### src/rtl/mem_arb_pkg.sv
// Shared types and constants for the fetch/LSU memory port arbiter.
package mem_arb_pkg;

    localparam int unsigned STREAK_W = 4;
    localparam int unsigned TIMER_W  = 8;
    localparam int unsigned ADDR_W   = 30;
    localparam int unsigned DATA_W   = 32;
    localparam int unsigned BE_W     = 4;

    localparam logic [BE_W-1:0] ALL_BYTES = 4'hF;

    typedef enum logic [1:0] {
        IDLE   = 2'd0,
        BUSY_F = 2'd1,
        BUSY_D = 2'd2
    } arb_state_t;

    // Command presented on the memory port for the duration of a transaction.
    typedef struct packed {
        logic              we;
        logic [ADDR_W-1:0] addr;
        logic [DATA_W-1:0] wdata;
        logic [BE_W-1:0]   be;
    } mem_cmd_t;

    function automatic logic [STREAK_W-1:0] streak_inc(
        input logic [STREAK_W-1:0] cur,
        input logic [STREAK_W-1:0] lim
    );
        return (cur >= lim) ? lim : cur + STREAK_W'(1);
    endfunction

endpackage

### src/rtl/mem_arb_watchdog.sv
// Loadable down-counter that flags a memory transaction stuck past its budget.
module mem_arb_watchdog
    import mem_arb_pkg::*;
(
    input  logic               clk,
    input  logic               rst,
    input  logic               clr,
    input  logic               load,
    input  logic [TIMER_W-1:0] load_val,
    input  logic               en,
    output logic               expire_c
);

    logic [TIMER_W-1:0] count_q;
    logic [TIMER_W-1:0] count_d;

    always_comb begin
        count_d = count_q;
        if (clr) begin
            count_d = '0;
        end else if (load) begin
            count_d = load_val;
        end else if (en && (count_q != '0)) begin
            count_d = count_q - TIMER_W'(1);
        end
    end

    // Last budgeted cycle: the count was loaded with the full budget at grant.
    assign expire_c = en && (count_q == TIMER_W'(1));

    always_ff @(posedge clk) begin
        if (rst) begin
            count_q <= '0;
        end else begin
            count_q <= count_d;
        end
    end

endmodule

### src/rtl/mem_port_arbiter.sv
// Shares one memory port between instruction fetch and the LSU; LSU has
// priority, bounded by a streak limit, with flush-drop and a timeout watchdog.
module mem_port_arbiter
    import mem_arb_pkg::*;
#(
    parameter int unsigned MAX_DATA_STREAK = 4,
    parameter int unsigned TIMEOUT         = 255
) (
    input  logic              cpu_clk,
    input  logic              cpu_rst,
    input  logic              ins_req,
    input  logic [ADDR_W-1:0] ins_addr,
    input  logic              ins_flush,
    output logic              ins_res,
    output logic [DATA_W-1:0] ins_data,
    input  logic              lsu_req,
    input  logic              lsu_we,
    input  logic [ADDR_W-1:0] lsu_addr,
    input  logic [DATA_W-1:0] lsu_wdata,
    input  logic [BE_W-1:0]   lsu_be,
    output logic              lsu_ack,
    output logic [DATA_W-1:0] lsu_rdata,
    output logic              lsu_err,
    output logic              mem_req,
    output logic              mem_we,
    output logic [ADDR_W-1:0] mem_addr,
    output logic [DATA_W-1:0] mem_wdata,
    output logic [BE_W-1:0]   mem_be,
    input  logic              mem_ack,
    input  logic [DATA_W-1:0] mem_rdata
);

    localparam logic [STREAK_W-1:0] STREAK_MAX = STREAK_W'(MAX_DATA_STREAK);
    localparam logic [TIMER_W-1:0]  TIMER_INIT = TIMER_W'(TIMEOUT);

    arb_state_t          state_q,     state_d;
    logic [STREAK_W-1:0] streak_q,    streak_d;
    logic                drop_q,      drop_d;
    mem_cmd_t            cmd_q,       cmd_d;
    logic                mem_req_q,   mem_req_d;
    logic                ins_done_q,  ins_done_d;
    logic [DATA_W-1:0]   ins_data_q,  ins_data_d;
    logic                lsu_ack_q,   lsu_ack_d;
    logic                lsu_err_q,   lsu_err_d;
    logic [DATA_W-1:0]   lsu_rdata_q, lsu_rdata_d;

    logic wd_load_c;
    logic wd_clr_c;
    logic wd_en_c;
    logic wd_expire_c;
    logic lsu_win_c;

    // LSU wins unless fetch is waiting and has already been passed over too often.
    assign lsu_win_c = lsu_req && !(ins_req && (streak_q == STREAK_MAX));
    assign wd_en_c   = (state_q != IDLE);

    mem_arb_watchdog u_watchdog (
        .clk      (cpu_clk),
        .rst      (cpu_rst),
        .clr      (wd_clr_c),
        .load     (wd_load_c),
        .load_val (TIMER_INIT),
        .en       (wd_en_c),
        .expire_c (wd_expire_c)
    );

    always_comb begin
        state_d     = state_q;
        streak_d    = streak_q;
        drop_d      = drop_q;
        cmd_d       = cmd_q;
        mem_req_d   = mem_req_q;
        ins_done_d  = 1'b0;
        ins_data_d  = ins_data_q;
        lsu_ack_d   = 1'b0;
        lsu_err_d   = 1'b0;
        lsu_rdata_d = lsu_rdata_q;
        wd_load_c   = 1'b0;
        wd_clr_c    = 1'b0;

        case (state_q)
            IDLE: begin
                if (lsu_win_c) begin
                    state_d     = BUSY_D;
                    mem_req_d   = 1'b1;
                    cmd_d.we    = lsu_we;
                    cmd_d.addr  = lsu_addr;
                    cmd_d.wdata = lsu_wdata;
                    cmd_d.be    = lsu_be;
                    wd_load_c   = 1'b1;
                    streak_d    = ins_req ? streak_inc(streak_q, STREAK_MAX) : '0;
                end else if (ins_req) begin
                    state_d     = BUSY_F;
                    mem_req_d   = 1'b1;
                    cmd_d.we    = 1'b0;
                    cmd_d.addr  = ins_addr;
                    cmd_d.wdata = '0;
                    cmd_d.be    = ALL_BYTES;
                    wd_load_c   = 1'b1;
                    streak_d    = '0;
                end
            end

            BUSY_F: begin
                if (mem_ack) begin
                    state_d    = IDLE;
                    mem_req_d  = 1'b0;
                    cmd_d.we   = 1'b0;
                    ins_data_d = mem_rdata;
                    ins_done_d = !(drop_q || ins_flush);
                    drop_d     = 1'b0;
                    wd_clr_c   = 1'b1;
                end else if (wd_expire_c) begin
                    // Aborted fetch is dropped silently; the held ins_req retries it.
                    state_d   = IDLE;
                    mem_req_d = 1'b0;
                    cmd_d.we  = 1'b0;
                    drop_d    = 1'b0;
                    wd_clr_c  = 1'b1;
                end else if (ins_flush) begin
                    drop_d = 1'b1;
                end
            end

            BUSY_D: begin
                if (mem_ack) begin
                    state_d     = IDLE;
                    mem_req_d   = 1'b0;
                    cmd_d.we    = 1'b0;
                    lsu_ack_d   = 1'b1;
                    lsu_rdata_d = mem_rdata;
                    wd_clr_c    = 1'b1;
                end else if (wd_expire_c) begin
                    state_d     = IDLE;
                    mem_req_d   = 1'b0;
                    cmd_d.we    = 1'b0;
                    lsu_ack_d   = 1'b1;
                    lsu_err_d   = 1'b1;
                    lsu_rdata_d = '0;
                    wd_clr_c    = 1'b1;
                end
            end

            default: begin
                state_d   = IDLE;
                mem_req_d = 1'b0;
            end
        endcase
    end

    always_ff @(posedge cpu_clk) begin
        if (cpu_rst) begin
            state_q     <= IDLE;
            streak_q    <= '0;
            drop_q      <= 1'b0;
            cmd_q       <= '0;
            mem_req_q   <= 1'b0;
            ins_done_q  <= 1'b0;
            ins_data_q  <= '0;
            lsu_ack_q   <= 1'b0;
            lsu_err_q   <= 1'b0;
            lsu_rdata_q <= '0;
        end else begin
            state_q     <= state_d;
            streak_q    <= streak_d;
            drop_q      <= drop_d;
            cmd_q       <= cmd_d;
            mem_req_q   <= mem_req_d;
            ins_done_q  <= ins_done_d;
            ins_data_q  <= ins_data_d;
            lsu_ack_q   <= lsu_ack_d;
            lsu_err_q   <= lsu_err_d;
            lsu_rdata_q <= lsu_rdata_d;
        end
    end

    // A redirect during the response cycle still kills the fetch pulse.
    assign ins_res   = ins_done_q && !ins_flush;
    assign ins_data  = ins_data_q;
    assign lsu_ack   = lsu_ack_q;
    assign lsu_err   = lsu_err_q;
    assign lsu_rdata = lsu_rdata_q;
    assign mem_req   = mem_req_q;
    assign mem_we    = cmd_q.we;
    assign mem_addr  = cmd_q.addr;
    assign mem_wdata = cmd_q.wdata;
    assign mem_be    = cmd_q.be;

endmodule
### config.mk
export PLATFORM = sky130hd
export DESIGN_NAME = mem_port_arbiter
export DESIGN_NICKNAME = d
export VERILOG_FILES = /design/src/rtl/mem_arb_pkg.sv /design/src/rtl/mem_arb_watchdog.sv /design/src/rtl/mem_port_arbiter.sv
export SDC_FILE = /design/constraint.sdc
export NUM_CORES = 1
export LEC_CHECK = 0
export ABC_CLOCK_PERIOD_IN_PS = 1900
export BUFFER_PORTS_ARGS = -buffer_cell sky130_fd_sc_hd__buf_2
export CAP_MARGIN = 0
export CORE_ASPECT_RATIO = 1.75
export CORE_UTILIZATION = 43
export CTS_BUF_LIST = sky130_fd_sc_hd__clkbuf_2
export CTS_CLUSTER_DIAMETER = 80
export DETAILED_ROUTE_END_ITERATION = 12
export PLACE_DENSITY = 0.78
export SETUP_SLACK_MARGIN = 0.05
export SYNTH_ARGS = -nofsm -noshare
export SYNTH_HDL_FRONTEND = slang
export SYNTH_SLANG_ARGS = --single-unit
### constraint.sdc
create_clock -name cpu_clk -period 1.9 [get_ports cpu_clk]
set_clock_uncertainty 0.1 [all_clocks]
set_input_delay 0.19 -clock cpu_clk [delete_from_list [all_inputs] [get_ports cpu_clk]]
set_output_delay 0.19 -clock cpu_clk [all_outputs]
set_load 0.01 [all_outputs]
# Word-level counts from Yosys, hierarchy flattened
# Index checks and enable logic that the tools add are counted.
totals:
  output_inout_bits: 135
  wordCells: 84
  register_bits: 150
  inputBits: 135
classes:
  magnitude_cmp: 1
  muxes: 30
  addsub: 2
  bitwise: 3
  n_eq_ne: 6
  reduce_logical: 28
op_table:
  columns: ["op", "n"]
  rows:
  - ["$mux W67", 2]
  - ["$mux W32", 2]
  - ["$mux W4", 4]
  - ["$mux W8", 2]
  - ["$mux W1", 13]
  - ["$reduce_and A2 Y1", 5]
  - ["$reduce_bool A2 Y1", 5]
  - ["$eq A8 B1 Y1 const B", 1]
  - ["$mux W2", 4]
  - ["$reduce_bool A8 Y1", 1]
  - ["$sub A8 B1 Y8 const B", 1]
  - ["$reduce_or A2 Y1", 3]
  - ["$reduce_or A3 Y1", 2]
  - ["$logic_and A1 B1 Y1", 5]
  - ["$add A4 B1 Y4 const B", 1]
  - ["$eq A4 B3 Y1 const B", 1]
  - ["$ge A4 B3 Y1 const B", 1]
  - ["$pmux W1 S2", 2]
  - ["$pmux W2 S2", 1]
  - ["$logic_not A1 Y1", 3]
  - ["$ne A3 B1 Y1 const B", 1]
  - ["$ne A3 B3 Y1 const B", 1]
  - ["$not A1 Y1", 3]
  - ["$reduce_and A3 Y1", 1]
  - ["other kinds (5)", 5]

# Longest topological paths before layout
depth:
  word_depth: 7
  mapped_depth: 8
  mapped_depth_nobuf: 6

# By module
# From an unflattened synthesis, not the netlist that was laid out.
unflattened:
  hier_cells: 721
  area_unflattened_um2: 6098.3
modules_own_cells:
  columns: ["mod", "seq_area_each_um2", "cells_each", "n_inst", "area_per_inst_um2"]
  rows:
  - ["mem_port_arbiter", 2842.7, 656, 1, 5545.3]
  - ["mem_arb_watchdog", 160.2, 65, 1, 553.0]

# Worst setup path before layout
# Ideal clock, no wire load.
synth_timing:
  path_kind: "flip-flop to flip-flop"
  startpoint: "register state_q[0]"
  endpoint: "register lsu_rdata_q[10], in the netlist lsu_rdata[10]"
  arrival_ns: 1.595
  stages_incl_launch_ff: 8
  setup_slack_ns: 0.088
  period_less_slack_ns: 1.812
  setup_ns: 0.117
  required_time_ns: 1.683
  n_path_buf: 1
  path_cell_list: "dfxtp_1 > inv_1 > ha_1 > nor4_4 > a21o_4 > a21oi_2 > buf_6 > a22o_1"
synth_between:
  elab_chain_cells: 4
  elab_cells_between_ends: 5
  cone_classes: "eq/ne: 1; reduce/logical: 4"
synth_rtl:
  columns: ["item", "line_no", "rtl"]
  rows:
  - ["start: declaration", "mem_port_arbiter.sv:36", "arb_state_t state_q, state_d;"]
  - ["start signal: assignment", "mem_port_arbiter.sv:164", "state_q <= state_d;"]
  - ["$reduce_bool A2 Y1", "mem_port_arbiter.sv:55", "assign wd_en_c = (state_q != IDLE);"]
  - ["$logic_and A1 B1 Y1", "mem_arb_watchdog.sv:29", "assign expire_c = en && (count_q == TIMER_W'(1));"]
  - ["$reduce_bool A2 Y1 (no line)", null, null]
  - ["$reduce_and A2 Y1 (no line) *", null, null]
  - ["end signal: assignment", "mem_port_arbiter.sv:173", "lsu_rdata_q <= lsu_rdata_d;"]
  - ["end: declaration", "mem_port_arbiter.sv:45", "logic [DATA_W-1:0] lsu_rdata_q, lsu_rdata_d;"]
# Every way passes the cells marked *; elsewhere a longest branch is shown, timed or not.
# A chain may end at the register's enable or synchronous reset.

# Final worst setup path
layout_timing:
  startpoint: "register streak_q[0]"
  endpoint: "register cmd_q (netlist bit mem_addr[13])"
layout_between:
  elab_chain_cells: 6
  elab_cells_between_ends: 7
  cone_classes: "eq/ne: 1; mux: 1; reduce/logical: 5"
layout_rtl:
  columns: ["item", "line_no", "rtl"]
  rows:
  - ["start: declaration", "mem_port_arbiter.sv:37", "logic [STREAK_W-1:0] streak_q, streak_d;"]
  - ["start signal: assignment", "mem_port_arbiter.sv:165", "streak_q <= streak_d;"]
  - ["$eq A4 B3 Y1 *", "mem_port_arbiter.sv:54", "assign lsu_win_c = lsu_req && !(ins_req && (streak_q == STREAK_MAX));"]
  - ["$logic_and A1 B1 Y1 *", "mem_port_arbiter.sv:54", null]
  - ["$logic_not A1 Y1 *", "mem_port_arbiter.sv:54", null]
  - ["$logic_and A1 B1 Y1 *", "mem_port_arbiter.sv:54", null]
  - ["$reduce_bool A2 Y1 (no line)", null, null]
  - ["$reduce_and A2 Y1 (no line)", null, null]
  - ["end signal: assignment", "mem_port_arbiter.sv:167", "cmd_q <= cmd_d;"]
  - ["end: declaration", "mem_port_arbiter.sv:39", "mem_cmd_t cmd_q, cmd_d;"]
# Marks and branches as above.

==> impl_results.md <==
- Status: finished, final reports clean
- Routed Antenna Nets: 0
- Top cells by count, synth: 150 x dfxtp_1, 100 x nand2_1, 81 x nor2_1
- CTS tree: built
- Switching power: 2.331 mW
- Die Ht: 154.5 um
- Sequential power share: 0.515
- Main flop type after synthesis: dfxtp_1
- Clock Tree Buf Depth: 2
- Top Metal Used: met4
- CTS Sinks: 150
- Worst R2R Path Depth: 8
- Via density: 5.350
- Data arrival time of the worst path: 2.32 ns
- Internal: 4.597 mW
- CP endpoint kind: flop
- Power consumption: 6.928 mW
- Slew @ Worst Pin: 0.5169 ns
- IO Count: 270
- Count leader, synth: dfxtp_1
- Critical path launch point type: flop
- Hold Vio Cnt, Final: 0
- Combinational share of power: 0.250
- Endpoints failing setup: 0
- Initial Util: 0.4416
- Final-stage net count: 1169
- DR WL met2: 10430 um
- Met3 Wirelength: 1333 um
- Max_cap viols: 0
- Synth warn: 0
- Fmax: 555.4 MHz
- Num CTS Buffers: 17
- Final Cycle Share: 0.9477
- H-tree levels: 4
- Top cell type's share of synthesized area: 0.5256
- Dpl hpwl: 10960 um
- WL per Instance: 16.68 um
- Min-Delay Path Depth: 3
- Min-Delay Endpoint: lsu_rdata[25]$_SDFFE_PP0P_
- DP Area: 7222 sq um
- CTS root buffer: clkbuf_2
- Slew HR: 0.6554
- Met1 wire length: 7399 um
- Req. time, crit path: 2.42 ns
- Largest net degree at the start of global routing: 103
- Seq cells post-synth: 150
- Row Count: 55
- Initial antenna violation count: 1
- Min cycle time layout: 1.801 ns
- Lkg Pwr: 4.161 nW
- Power Density: 770.2 nW/um^2
- WS Path Type: reg2reg
- Final WL: 20180 um
- Synth Instances: 630
- Share of cells above drive strength 1: 0.3478
- Clk pwr share: 0.235
- Drc violations: 0
- Register-to-register setup slack: 0.1 ns
- DRT Pass-1 Iters: 5
- Die area: 13770 sq um
- Worst IR Drop VDD: 437.1 uV
- Die width: 89.13 um
- R2r startpoint: streak_q[0]$_SDFFE_PP0P_
- Avg Cell Area, Syn: 9.068 sq um
- Design Area, Final: 8995 sq um
- First-pass GRT wire length: 29880 um
- Area Growth Syn to Fin: 57.45%
- Hold/Removal Path Class: in2reg
- Core area: 12940 sq um
- Net Count, Synth: 773
- Sw Ratio: 0.3364
- Vias in the first global route: 6343
- Post-synth EDFFs: 0
- Critical Path Start: streak_q[0]$_SDFFE_PP0P_
- Synth area leaders: dfxtp_1 53%, nand2_1 6.6%, nor2_1 5.3%
- RSZ-0062 raised after global routing: true
- Port Buffers: 269
- Total grt overflow: 0
- Max FO, Critical Path: 7
- Max Slew Vio Count: 0
- Reg2reg end: mem_addr[13]$_SDFFE_PP0P_
- Async SR Flop Fraction: 0
- GP Congestion: 0.8049
- Cell taking the most area after synthesis: dfxtp_1
- Worst skew pair latency: 0.67 ns
- Post-Syn Area: 5713 sq um
- GRT Total Usage: 0.2799
- Hold Startpoint: mem_rdata[25]
- Post-synthesis sequential area ratio: 0.5256
- Reg clk slew, reported paths: 0.26 ns
- Distinct cells, synth: 46
- Vias after detailed routing: 6474
- First-iteration detailed-routing DRC count: 311
## worst max path at each step
stage,to,slack (ns),cells after the start
after floorplan,lsu_rdata[10]$_SDFFE_PP0P_,0.09,7
after global placement,u_watchdog.count_q[0]$_SDFFE_PP0P_,0.03,6
after detailed placement,lsu_rdata[2]$_SDFFE_PP0P_,-0.04,7
after CTS,u_watchdog.count_q[0]$_SDFFE_PP0P_,0.06,7
after global routing,mem_addr[2]$_SDFFE_PP0P_,0.01,8
final,mem_addr[13]$_SDFFE_PP0P_,0.1,8
## sequential cells by signal, summed over array words and instances, names as in the netlist
register and flops:
lsu_err 1, lsu_rdata 32, lsu_ack 1, ins_done_q 1, mem_be 4, drop_q 1
mem_wdata 32, state_q 2, u_watchdog.count_q 8, mem_req 1, ins_data 32, streak_q 4
mem_addr 30, mem_we 1
## power groups by stage
| stage | clock (mW) | sequential, mW | combinational (mW) |
|---|---|---|---|
| CTS | 1.68 | 3.55 | 1.61 |
| floorplan | 0 | 3.69 | 0.741 |
| detailed placement | 0 | 3.61 | 1.37 |
| global placement | 0 | 3.61 | 1.36 |
| global route | 1.81 | 3.60 | 1.87 |
| finish | 1.63 | 3.57 | 1.73 |
## layout by cell type, fill, tap and decap left out, drive strengths merged, types with 7 or more instances in the layout
cell type    instances
a311oi              32
a22o                32
o21ai                7
dlygate4sd3        134
nand3               33
nor3                11
clkbuf              19
ha                   8
a21oi               41
nand2              100
nor2                81
a22oi               33
inv                 15
dfxtp              150
buf                295
## what timing repair did
| item | 4_1_cts | 5_1_grt |
|---|---|---|
| gates resized for setup | 5 | 23 |
| pin swaps | 2 | 5 |
| gates cloned | 1 | 3 |
| buffers inserted | 3 | 4 |
| hold buffers | 134 | 0 |
| endpoints found under the hold margin | 150 | 0 |
| endpoints found under the setup margin | 52 | 85 |
## routing by layer
layer  track usage  vias up
met5             0        -
met4        0.1610        0
met3       0.06403       88
met2        0.4969      338
met1        0.2918     3019
li1              -     3029
## cell families (layout without fill, tap and decap cells)
logic type,after synthesis,after routing,synth area share
AND/OR/NAND/NOR,248,248,0.1951
AO/OA/AOI/OAI,160,161,0.2074
flip-flops,150,150,0.5256
buffers and inverters,63,470,0.05278
adder cells (fa/ha/maj),8,8,0.01752
XOR/XNOR,1,1,0.001533
other,0,1,0
## metrics by stage
step | hold WS (ns) | worst slack (ns) | TNS [ns] | utilization | cells
after floorplan | 0.1659 | 0.08795 | 0 | - | 630
after global placement | 0.2956 | 0.02579 | 0 | 0.5582 | 1033
after detailed placement | 0.3041 | -0.03662 | -0.9684 | 0.5582 | 1033
after CTS | 0.06173 | 0.06031 | 0 | 0.6809 | 1202
after global routing | 0.06362 | 0.01046 | 0 | 0.6953 | 1210
final | 0.1366 | 0.09939 | 0 | 0.6953 | 1210
## critical path: stages, from the launching register on
cell and delay (ns):
dfxtp_2 0.38, inv_2 0.06, ha_1 0.15, nand4b_1 0.17
buf_4 0.22, nand2_4 0.13, clkbuf_16 0.17, nand2_1 0.07
a311oi_1 0.30
## area by class of cell
cell class | count | area, sq um
Antenna cell | 1 | 2.502
Clock buffer | 17 | 85.08
Clock inverter | 14 | 117.6
Fill cell | 993 | 3943
Inverter | 8 | 30.03
Multi-Input combinational cell | 418 | 2505
Sequential cell | 150 | 3010
Tap cell | 171 | 214.0
Timing Repair Buffer | 431 | 3030
Power figures use the tool's default switching activity.
